### config.mk
export PLATFORM = sky130hd
export DESIGN_NAME = debug_sel_scanner
export DESIGN_NICKNAME = d
export VERILOG_FILES = /design/src/rtl/debug_sel_scanner.sv
export SDC_FILE = /design/constraint.sdc
export NUM_CORES = 1
export LEC_CHECK = 0
export CAP_MARGIN = 20
export CORE_UTILIZATION = 48
export CTS_BUF_LIST = sky130_fd_sc_hd__clkbuf_8
export DETAILED_ROUTE_END_ITERATION = 12
export GPL_ROUTABILITY_DRIVEN = 0
export GPL_TIMING_DRIVEN = 1
export HOLD_SLACK_MARGIN = 0.12
export PLACE_DENSITY = 0.88
export SYNTH_ARGS = -nofsm -noshare
export SYNTH_HDL_FRONTEND = slang
export SYNTH_SLANG_ARGS = --single-unit
export TNS_END_PERCENT = 100
### constraint.sdc
create_clock -name clk -period 4.6 [get_ports clk]
set_input_delay 0.92 -clock clk [delete_from_list [all_inputs] [get_ports clk]]
set_output_delay 0.92 -clock clk [all_outputs]
set_load 0.05 [all_outputs]
### src/rtl/debug_sel_scanner.sv
// Steps the debug selector through every value, waits SETTLE cycles for the
// LED word to follow, and offers each capture on a valid/ready stream.
module debug_sel_scanner #(
  parameter int NUM_SEL = 8,
  parameter int SEL_W   = 3,
  parameter int DATA_W  = 27,
  parameter int SETTLE  = 2
) (
  input  logic              clk,
  input  logic              SYS_reset_n,
  input  logic              start,
  input  logic              abort,
  output logic [SEL_W-1:0]  SYS_output_sel,
  input  logic [DATA_W-1:0] SYS_leds,
  output logic              out_valid,
  input  logic              out_ready,
  output logic [SEL_W-1:0]  out_sel,
  output logic [DATA_W-1:0] out_data,
  output logic              busy,
  output logic              done
);

  localparam int CNT_W = (SETTLE > 1) ? $clog2(SETTLE) : 1;
  localparam logic [CNT_W-1:0] CNT_LOAD = CNT_W'(SETTLE - 1);
  localparam logic [SEL_W-1:0] LAST_SEL = SEL_W'(NUM_SEL - 1);

  typedef enum logic [1:0] {IDLE, WAIT, SEND} state_t;

  state_t            state_q, state_d;
  logic [CNT_W-1:0]  cnt_q, cnt_d;
  logic [SEL_W-1:0]  sel_d, out_sel_d;
  logic [DATA_W-1:0] out_data_d;
  logic              valid_d, busy_d, done_d;
  logic              handshake;

  assign handshake = out_valid & out_ready;

  always_ff @(posedge clk or negedge SYS_reset_n) begin
    if (!SYS_reset_n) state_q <= IDLE;
    else              state_q <= state_d;
  end

  always_comb begin
    state_d = state_q;
    if (abort) begin
      state_d = IDLE;
    end else begin
      case (state_q)
        IDLE:    if (start) state_d = WAIT;
        WAIT:    if (cnt_q == '0) state_d = SEND;
        SEND:    if (handshake) state_d = (SYS_output_sel == LAST_SEL) ? IDLE : WAIT;
        default: state_d = IDLE;
      endcase
    end
  end

  // Next values of every registered output; done defaults low so it pulses.
  always_comb begin
    sel_d      = SYS_output_sel;
    cnt_d      = cnt_q;
    out_sel_d  = out_sel;
    out_data_d = out_data;
    valid_d    = out_valid;
    busy_d     = busy;
    done_d     = 1'b0;
    if (abort) begin
      // Any handshake in this cycle is dropped; captured data is left as is.
      valid_d = 1'b0;
      busy_d  = 1'b0;
      sel_d   = '0;
    end else begin
      case (state_q)
        IDLE: begin
          if (start) begin
            sel_d  = '0;
            cnt_d  = CNT_LOAD;
            busy_d = 1'b1;
          end
        end
        WAIT: begin
          if (cnt_q != '0) begin
            cnt_d = cnt_q - 1'b1;
          end else begin
            out_data_d = SYS_leds;
            out_sel_d  = SYS_output_sel;
            valid_d    = 1'b1;
          end
        end
        SEND: begin
          if (handshake) begin
            valid_d = 1'b0;
            if (SYS_output_sel == LAST_SEL) begin
              busy_d = 1'b0;
              done_d = 1'b1;
              sel_d  = '0;
            end else begin
              sel_d = SYS_output_sel + 1'b1;
              cnt_d = CNT_LOAD;
            end
          end
        end
        default: begin
          valid_d = 1'b0;
          busy_d  = 1'b0;
          sel_d   = '0;
        end
      endcase
    end
  end

  always_ff @(posedge clk or negedge SYS_reset_n) begin
    if (!SYS_reset_n) begin
      SYS_output_sel <= '0;
      cnt_q          <= '0;
      out_sel        <= '0;
      out_data       <= '0;
      out_valid      <= 1'b0;
      busy           <= 1'b0;
      done           <= 1'b0;
    end else begin
      SYS_output_sel <= sel_d;
      cnt_q          <= cnt_d;
      out_sel        <= out_sel_d;
      out_data       <= out_data_d;
      out_valid      <= valid_d;
      busy           <= busy_d;
      done           <= done_d;
    end
  end

endmodule
Yosys cells after proc, flatten, opt, wreduce, memory -nomap -nowiden. Index checks and enable logic that the tools add are counted.

$add $sub $neg: 2. Multiplexer cells: 28. Bitwise operators: 3. Equality and inequality tests: 12. Reduce and logical (&&, ||, !) cells: 8.

Operators with widths (count): 2-to-1 mux 1 bit (15); 2-to-1 mux 3 bit (4); inequality test 3 bit (second input constant) (4); AND reduction 3 bit (4); inequality test 2 bit (second input constant) (5); case mux 1 bit (3 select lines) (3); case mux 3 bit (3 select lines) (1); 2-to-1 mux 2 bit (4); case mux 2 bit (3 select lines) (1); AND reduction 5 bit (1); AND reduction 4 bit (1); adder 3 x 1 -> 3 bit (second input constant) (1); equality test 3 bit (second input constant) (1); nonzero test 3 bit (1); equality test 2 x 1 -> 1 bit (second input constant) (1); equality test 2 bit (second input constant) (1); logical NOT 2 bit (1); NOT 1 bit (2); AND 1 bit (1); subtractor 1 bit (second input constant) (1).

Bits in registers: 39. Logic and storage cells: 61. Input bits: 32.

Logic depth before layout (Yosys ltp). Gate-level depths: netlist of run 1.

Depth after elaboration: 5. Mapped depth: 5. Mapped depth without buffers: 5.

Least setup slack after synthesis of run 1. No wires, ideal clock.

Path kind: flip-flop to flip-flop. From: reg SYS_output_sel[0]. To: reg SYS_output_sel[0]. Slack: 2833 ps. Cell stages (with the launch flop): 5. Required time: 4521 ps. Clock period less this slack: 1767 ps. Setup time: 79 ps. Arrival: 1688 ps. Cells stage by stage: dfrtp_1 > ha_1 > ha_1 > or4_1 > mux2i_1.

Word-level cells in the longest chain between the ends: 5. Elaborated cells between the ends (all ways): 6. Classes of those cells: add/sub: 1; eq/ne: 1; mux: 4.

Ends and longest elaborated chain: from (decl) (RTL line 13) `output logic [SEL_W-1:0] SYS_output_sel,`; from (signal assigned) (RTL line 121) `SYS_output_sel <= sel_d;`; adder 3 x 1 -> 3 bit or equality test 3 bit (tied branches) (RTL line 97, 92); 2-to-1 mux 3 bit (*) (RTL line 92) `if (SYS_output_sel == LAST_SEL) begin`; 2-to-1 mux 3 bit (*) (RTL line 90) `if (handshake) begin`; case mux 3 bit (3 select lines) (*) (RTL line 72) `case (state_q)`; 2-to-1 mux 3 bit (*) (RTL line 66) `if (abort) begin`.

Every way passes the cells marked *; elsewhere a longest branch is shown, timed or not. The select of a mux whose other input is x is not followed. A chain may end at the register's enable or synchronous reset.

Worst setup path after layout of run 1.
From: reg out_valid. To: out out_valid.

RTL lines: from (decl) (RTL line 15) `output logic out_valid,`; from (signal assigned) (RTL line 125) `out_valid <= valid_d;`.

No word-level cell between the ends.

==> summary.md, run 1 <==
| Metric | Value |
|---|---|
| Leakage Power | `0.00103 µW` |
| RSZ-0062 raised after global routing | `false` |
| Post-Syn Area | `1680 µm²` |
| Power per cell area | `730 nW/µm²` |
| Synthesized Nets | `150` |
| Dpl cell area | `2360 µm²` |
| Syn_area_per_cell | `14.6 µm²` |
| Final Instance Area | `2440 µm²` |
| Area leader, netlist | `dfrtp_1` |
| Worst path bufs/invs | `1` |
| Sequential element share of the synthesized area | `58.1%` |
| H-tree depth | `2` |
| Final nets | `219` |
| CP Data Arrival Time | `1560 ps` |
| GRT Residual Overflow | `0` |
| Height of the chip | `61.1 µm` |
| Max Slew Vio Count | `0` |
| Die W | `61.1 µm` |
| Antenna violations before repair | `0` |
| Clock Skews | `3.24 ps` |
| Critical path class | `reg2out` |
| Clock tree buffer depth | `2` |
| CP peak stage delay | `840 ps` |
| Clock Power Share | `12.1%` |
| Total power | `1780 µW` |
| Die ar. | `3740 µm²` |
| Total GRT Usage | `19.7%` |
| IO Pins | `68` |
| Average routed wire per standard cell | `15.5 µm` |
| Vias per cell | `5.04` |
| # setup viols final | `0` |
| Crit start category | `flop` |
| HP Start | `out_data[9]` |
| Crit-path max FO | `6` |
| Final period utilization | `53.9%` |
| WP data required | `3680 ps` |
| Starting density of the core | `50.3%` |
| Finished Core Util | `73.2%` |
| Crit. End Element | `output port` |
| Share of cells above drive strength 1 | `21.6%` |
| Worst reg-to-reg setup slack | `2880 ps` |
| CTS clock-pin slew for the worst setup and hold paths | `70 ps` |
| Sink of the worst hold path | `out_data[9]` |
| Residual DRC | `0` |
| Worst-Margin Slew | `840 ps` |
| Post-Place Setup Slack | `1840 ps` |
| Synthesis Warnings | `0` |
| CP delay by family, top | `buffers and inverters` |
| Crit path cell chain | `clkdlybuf4s50_1` |
| CTS tree | `built` |
| Worst hold-check path type | `reg2reg` |
| Comb pwr share | `55.4%` |
| Area of the core | `3340 µm²` |
| Cells after Synth | `115` |
| Num CTS Buffers | `5` |
| Setup repair bufs after CTS | `0` |
| Main area contributors after synthesis | `dfrtp_1 58%, mux2_2 18%, buf_6 2.7%` |
| Clk sinks | `39` |
| Maxcap violations | `0` |
| Area share of the largest cell type after synthesis | `58.1%` |
| Setup TNS Final | `0 ps` |
| 1st-pass router iterations | `3` |
| Maximum clock rate | `403 MHz` |
| Area delta synth->final | `45.4%` |
| PortBufs | `67` |
| # rows | `21` |
| Post-CTS Resized | `0` |
| Vias | `1165` |
| R2R Path Start | `state_q[1]` |
| First-pass GRT wire length | `5.24 mm` |
| Routed WL | `3.58 mm` |
| Commonest non-fill, non-tap cells in the layout | `66 x clkdlybuf4s50_1, 39 x dfrtp_1, 27 x mux2_2, 5 x clkbuf_8, 4 x mux2i_1` |
| Int Power | `961 µW` |
| Remaining antenna violation count after routing | `0` |
| #FFs+latches synth | `39` |
| Setup ws final | `2120 ps` |
| Min Tclk post-route | `2480 ps` |
| CTS root buf | `clkbuf_8` |
| Hold buffer count at cts | `0` |
| Largest net degree at the start of global routing | `40` |
| Vias in the first global route | `1151` |
| Count of different cell masters after synthesis | `27` |
| Reg2reg end | `out_data[19]` |
| CP max-delay cell | `clkdlybuf4s50_1` |
| NetSw | `821 µW` |
| Peak supply drop | `0.469 mV` |
| DRT iter0 DRCs | `31` |
| Final hold viol count | `0` |
| Clock Latency Late Sink | `280 ps` |
| Hold path cells | `1` |
| Sw frac | `46.1%` |
| Commonest non-fill, non-tap cell in the layout | `clkdlybuf4s50_1` |
| Worst slew margin | `44.0%` |
| FF-to-FF path depth | `4` |
| Outcome | `finished clean` |
| ANT cells | `0` |
| Register share of total power | `32.5%` |
| Hpwl dp | `2.54 mm` |
-- synth_stat cells, drive strengths merged --
cell	number
nand3	1
or3	1
o21ai	1
a2bb2oi	1
nand2	3
o21bai	2
nor2b	3
ha	3
buf	4
mux2	30
o22ai	1
nor3	1
a21oi	3
nor2	3
or4	1
mux2i	4
and2	1
dfrtp	39
nand3b	3
o41ai	1
clkbuf	2
o32ai	1
nor4b	1
nand2b	5
-- area by class of cell --
| class | count | area [µm²] |
|---|---|---|
| Multi-Input combinational cell | 70 | 649 |
| Sequential cell | 39 | 976 |
| Timing Repair Buffer | 68 | 673 |
| Fill cell | 227 | 896 |
| Clock inverter | 3 | 16.3 |
| Tap cell | 46 | 57.6 |
| Clock buffer | 5 | 68.8 |
-- power groups by stage --
stage	logic (µW)	clock network, µW	registers [µW]
6_report	987	216	579
5_1_grt	1030	239	597
4_1_cts	993	219	582
3_5_place_dp	989	0	584
3_3_place_gp	968	0	569
2_1_floorplan	229	0	1010
-- logic make-up after synthesis --
| group | synth area share (%) |
|---|---|
| AND/OR/NAND/NOR | 9.54 |
| buffers and inverters | 3.20 |
| multiplexers | 22.5 |
| flip-flops | 58.1 |
| AO/OA/AOI/OAI | 4.40 |
| adder cells (fa/ha/maj) | 2.24 |
-- routing by layer --
| metal | vias up | wire [µm] | global-route usage [%] |
|---|---|---|---|
| met4 | 0 | 48 | 7.47 |
| met2 | 46 | 1860 | 34.0 |
| li1 | 549 | - | - |
| met3 | 6 | 241 | 5.67 |
| met1 | 564 | 1430 | 23.4 |
| met5 | - | 0 | 0 |
-- how the worst max path moves through the flow --
stage,cells past startpoint,start,end,slack [ps]
after detailed placement,4,abort,out_data[19],1840
final,1,out_valid,out_valid,2120
after floorplan,4,SYS_output_sel[0],SYS_output_sel[0],2830
after CTS,1,SYS_output_sel[0],SYS_output_sel[0],2110
after global placement,4,abort,out_data[12],1930
after global routing,4,abort,out_data[0],2030
-- state kept, by name (all words and copies together), names as in the netlist --
signal and cells:
out_data 27, SYS_output_sel 3, out_sel 3, state_q 2, busy 1, cnt_q 1
done 1, out_valid 1
-- through the flow --
stage | cells | hold WS (ps)
floorplan | 115 | 577
global placement | 223 | 469
detailed placement | 223 | 493
CTS | 231 | 510
global route | 231 | 521
finish | 231 | 505
(Power assumes the default switching activity.)
==> run 2: changes to the inputs <==
Settings changed: CORE_UTILIZATION 48 to 40, PLACE_DENSITY 0.88 to 0.78.
Clock period 4.6 ns to 1.99 ns, I/O delays scaled along.
==> summary.md, run 2 (same netlist as run 1, synthesis figures left out) <==
| Metric | Value |
|---|---|
| DRT iter0 DRCs | `32 (+3.2%)` |
| Share of cells above drive strength 1 | `24.3% (+2.7 points)` |
| R2R Path Start | `SYS_output_sel[0]` |
| PortBufs | `67 (unchanged)` |
| NetSw | `1880 µW (+130%)` |
| Final hold viol count | `0 (unchanged)` |
| CP Data Arrival Time | `1530 ps (-30 ps)` |
| ANT cells | `0 (unchanged)` |
| Remaining antenna violation count after routing | `0 (unchanged)` |
| Outcome | `finished clean` |
| Vias | `1207 (+3.6%)` |
| Worst slew margin | `65.5% (+21 points)` |
| Power per cell area | `1720 nW/µm² (+140%)` |
| Worst path bufs/invs | `1 (unchanged)` |
| Max FFs per register | `27 (unchanged)` |
| Comb pwr share | `52.1% (-3.3 points)` |
| Die ar. | `4460 µm² (+19%)` |
| Total GRT Usage | `17.7% (-2.0 points)` |
| Height of the chip | `66.8 µm (+9.2%)` |
| Average routed wire per standard cell | `14.9 µm (-4.0%)` |
| CP delay by family, top | `buffers and inverters` |
| Post-CTS Resized | `0 (unchanged)` |
| GRT Residual Overflow | `0 (unchanged)` |
| # rows | `23 (+9.5%)` |
| Maximum clock rate | `520 MHz` |
| Worst-Margin Slew | `517 ps (-324 ps)` |
| First-pass GRT wire length | `5.70 mm (+8.8%)` |
| Setup crit start | `SYS_output_sel[1]` |
| Vias in the first global route | `1286 (+12%)` |
| IO Pins | `68 (unchanged)` |
| Clock Latency Late Sink | `290 ps (about the same)` |
| Crit. End Element | `output port` |
| Crit path cell chain | `clkdlybuf4s50_1` |
| Peak supply drop | `0.866 mV (+85%)` |
| Register Area | `976 µm² (unchanged)` |
| Critical path class | `reg2out` |
| Crit-path max FO | `4 (-2)` |
| CTS root buf | `clkbuf_8` |
| Commonest non-fill, non-tap cell in the layout | `clkdlybuf4s50_1` |
| Num CTS Buffers | `5 (unchanged)` |
| Final nets | `223 (+1.8%)` |
| Min Tclk post-route | `1920 ps` |
| Leakage Power | `0.00109 µW (+5.5%)` |
| Maxcap violations | `0 (unchanged)` |
| Int Power | `2490 µW (+160%)` |
| Die W | `66.8 µm (+9.2%)` |
| Clock Skews | `3.84 ps (+0.592 ps)` |
| Vias per cell | `5.05 (+0.14%)` |
| Largest registers | `out_data x27, SYS_output_sel x3, out_sel x3` |
| Register share of total power | `30.4% (-2.1 points)` |
| Clock Power Share | `17.5% (+5.4 points)` |
| CTS tree | `built` |
| Worst hold-check path type | `reg2reg` |
| Residual DRC | `0 (unchanged)` |
| # setup viols final | `0 (unchanged)` |
| Fill cells | `299 (+32%)` |
| Area of the core | `4030 µm² (+21%)` |
| Sw frac | `43.0% (-3.0 points)` |
| HP Start | `out_data[9]` |
| Clk sinks | `39 (unchanged)` |
| H-tree depth | `2 (unchanged)` |
| Final period utilization | `96.7%` |
| Worst reg-to-reg setup slack | `370 ps (-2510 ps)` |
| Setup TNS Final | `0 ps (unchanged)` |
| Finished Core Util | `63.1% (-10 points)` |
| Biggest register | `out_data` |
| Largest net degree at the start of global routing | `40 (unchanged)` |
| Antenna violations before repair | `0 (unchanged)` |
| Area delta synth->final | `51.5%` |
| CP max-delay cell | `clkdlybuf4s50_1` |
| RSZ-0062 raised after global routing | `false` |
| Routed WL | `3.56 mm (-0.70%)` |
| Clock tree buffer depth | `2 (unchanged)` |
| Starting density of the core | `41.7% (-8.6 points)` |
| Max Slew Vio Count | `0 (unchanged)` |
| Commonest non-fill, non-tap cells in the layout | `63 x clkdlybuf4s50_1, 39 x dfrtp_1, 27 x mux2_2, 5 x clkbuf_8, 5 x buf_4` |
| Crit start category | `flop` |
| Multi-input logic area | `649 µm² (unchanged)` |
| Hpwl dp | `2.58 mm (+1.7%)` |
| CP peak stage delay | `830 ps (about the same)` |
| 1st-pass router iterations | `4 (+1)` |
| CTS clock-pin slew for the worst setup and hold paths | `70 ps (about the same)` |
| WP data required | `1590 ps (-2090 ps)` |
run 2: cell types whose count changed in the layout (fill, tap and decap cells not counted), moves of 2 or more:
cell             change
bufinv_16            +2
buf_4                +4
clkdlybuf4s50_1      -3
buf_12               +2
run 2: path summary, 6_finish.rpt:
path,cells after the start,to
max in group asynchronous,3,out_data[19]
max reg2reg,4,SYS_output_sel[0]
min in group asynchronous,3,out_data[11]
min,1,out_data[9]
max,1,SYS_output_sel[1]
min reg2reg,1,out_data[9]
run 2: cell type report:
cell class | instances | share of cell area, %
Sequential cell | 39 | 38.4
Clock inverter | 3 | 2.51
Timing Repair Buffer | 72 | 28.4
Multi-Input combinational cell | 70 | 25.5
Tap cell | 50 | 2.46
Clock buffer | 5 | 2.71
run 2: per-layer routing:
layer	GRT usage [%]	part of all wire, %
met1	19.7	40
met3	7.71	9.2
met5	0	0
met2	29.0	49
met4	7.71	1.6
run 2: per-stage QoR:
| stage | power, µW | instances | cell area, µm² | hold WS [ps] | setup slack, ps |
|---|---|---|---|---|---|
| after floorplan | 2860 | 115 | 1680 | 102 | 223 |
| after global placement | 3590 | 230 | 2400 | 379 | 201 |
| after detailed placement | 3640 | 230 | 2400 | 382 | 147 |
| after CTS | 4420 | 239 | 2540 | 496 | 41.4 |
| after global routing | 4580 | 239 | 2540 | 525 | 18.6 |
| final | 4380 | 239 | 2540 | 494 | 65.5 |
run 2: what timing repair did:
| action | in CTS | in global routing |
|---|---|---|
| hold buffers | 1 | 0 |
| buffers inserted | 0 | 0 |
| endpoints found under the hold margin | 39 | 0 |
run 2: power by group through the flow:
stage | clock, µW | sequential, µW | combinational [µW]
finish | 766 | 1330 | 2280
global route | 820 | 1370 | 2380
CTS | 789 | 1330 | 2300
detailed placement | 0 | 1340 | 2300
global placement | 0 | 1320 | 2260
floorplan | 0 | 2330 | 528
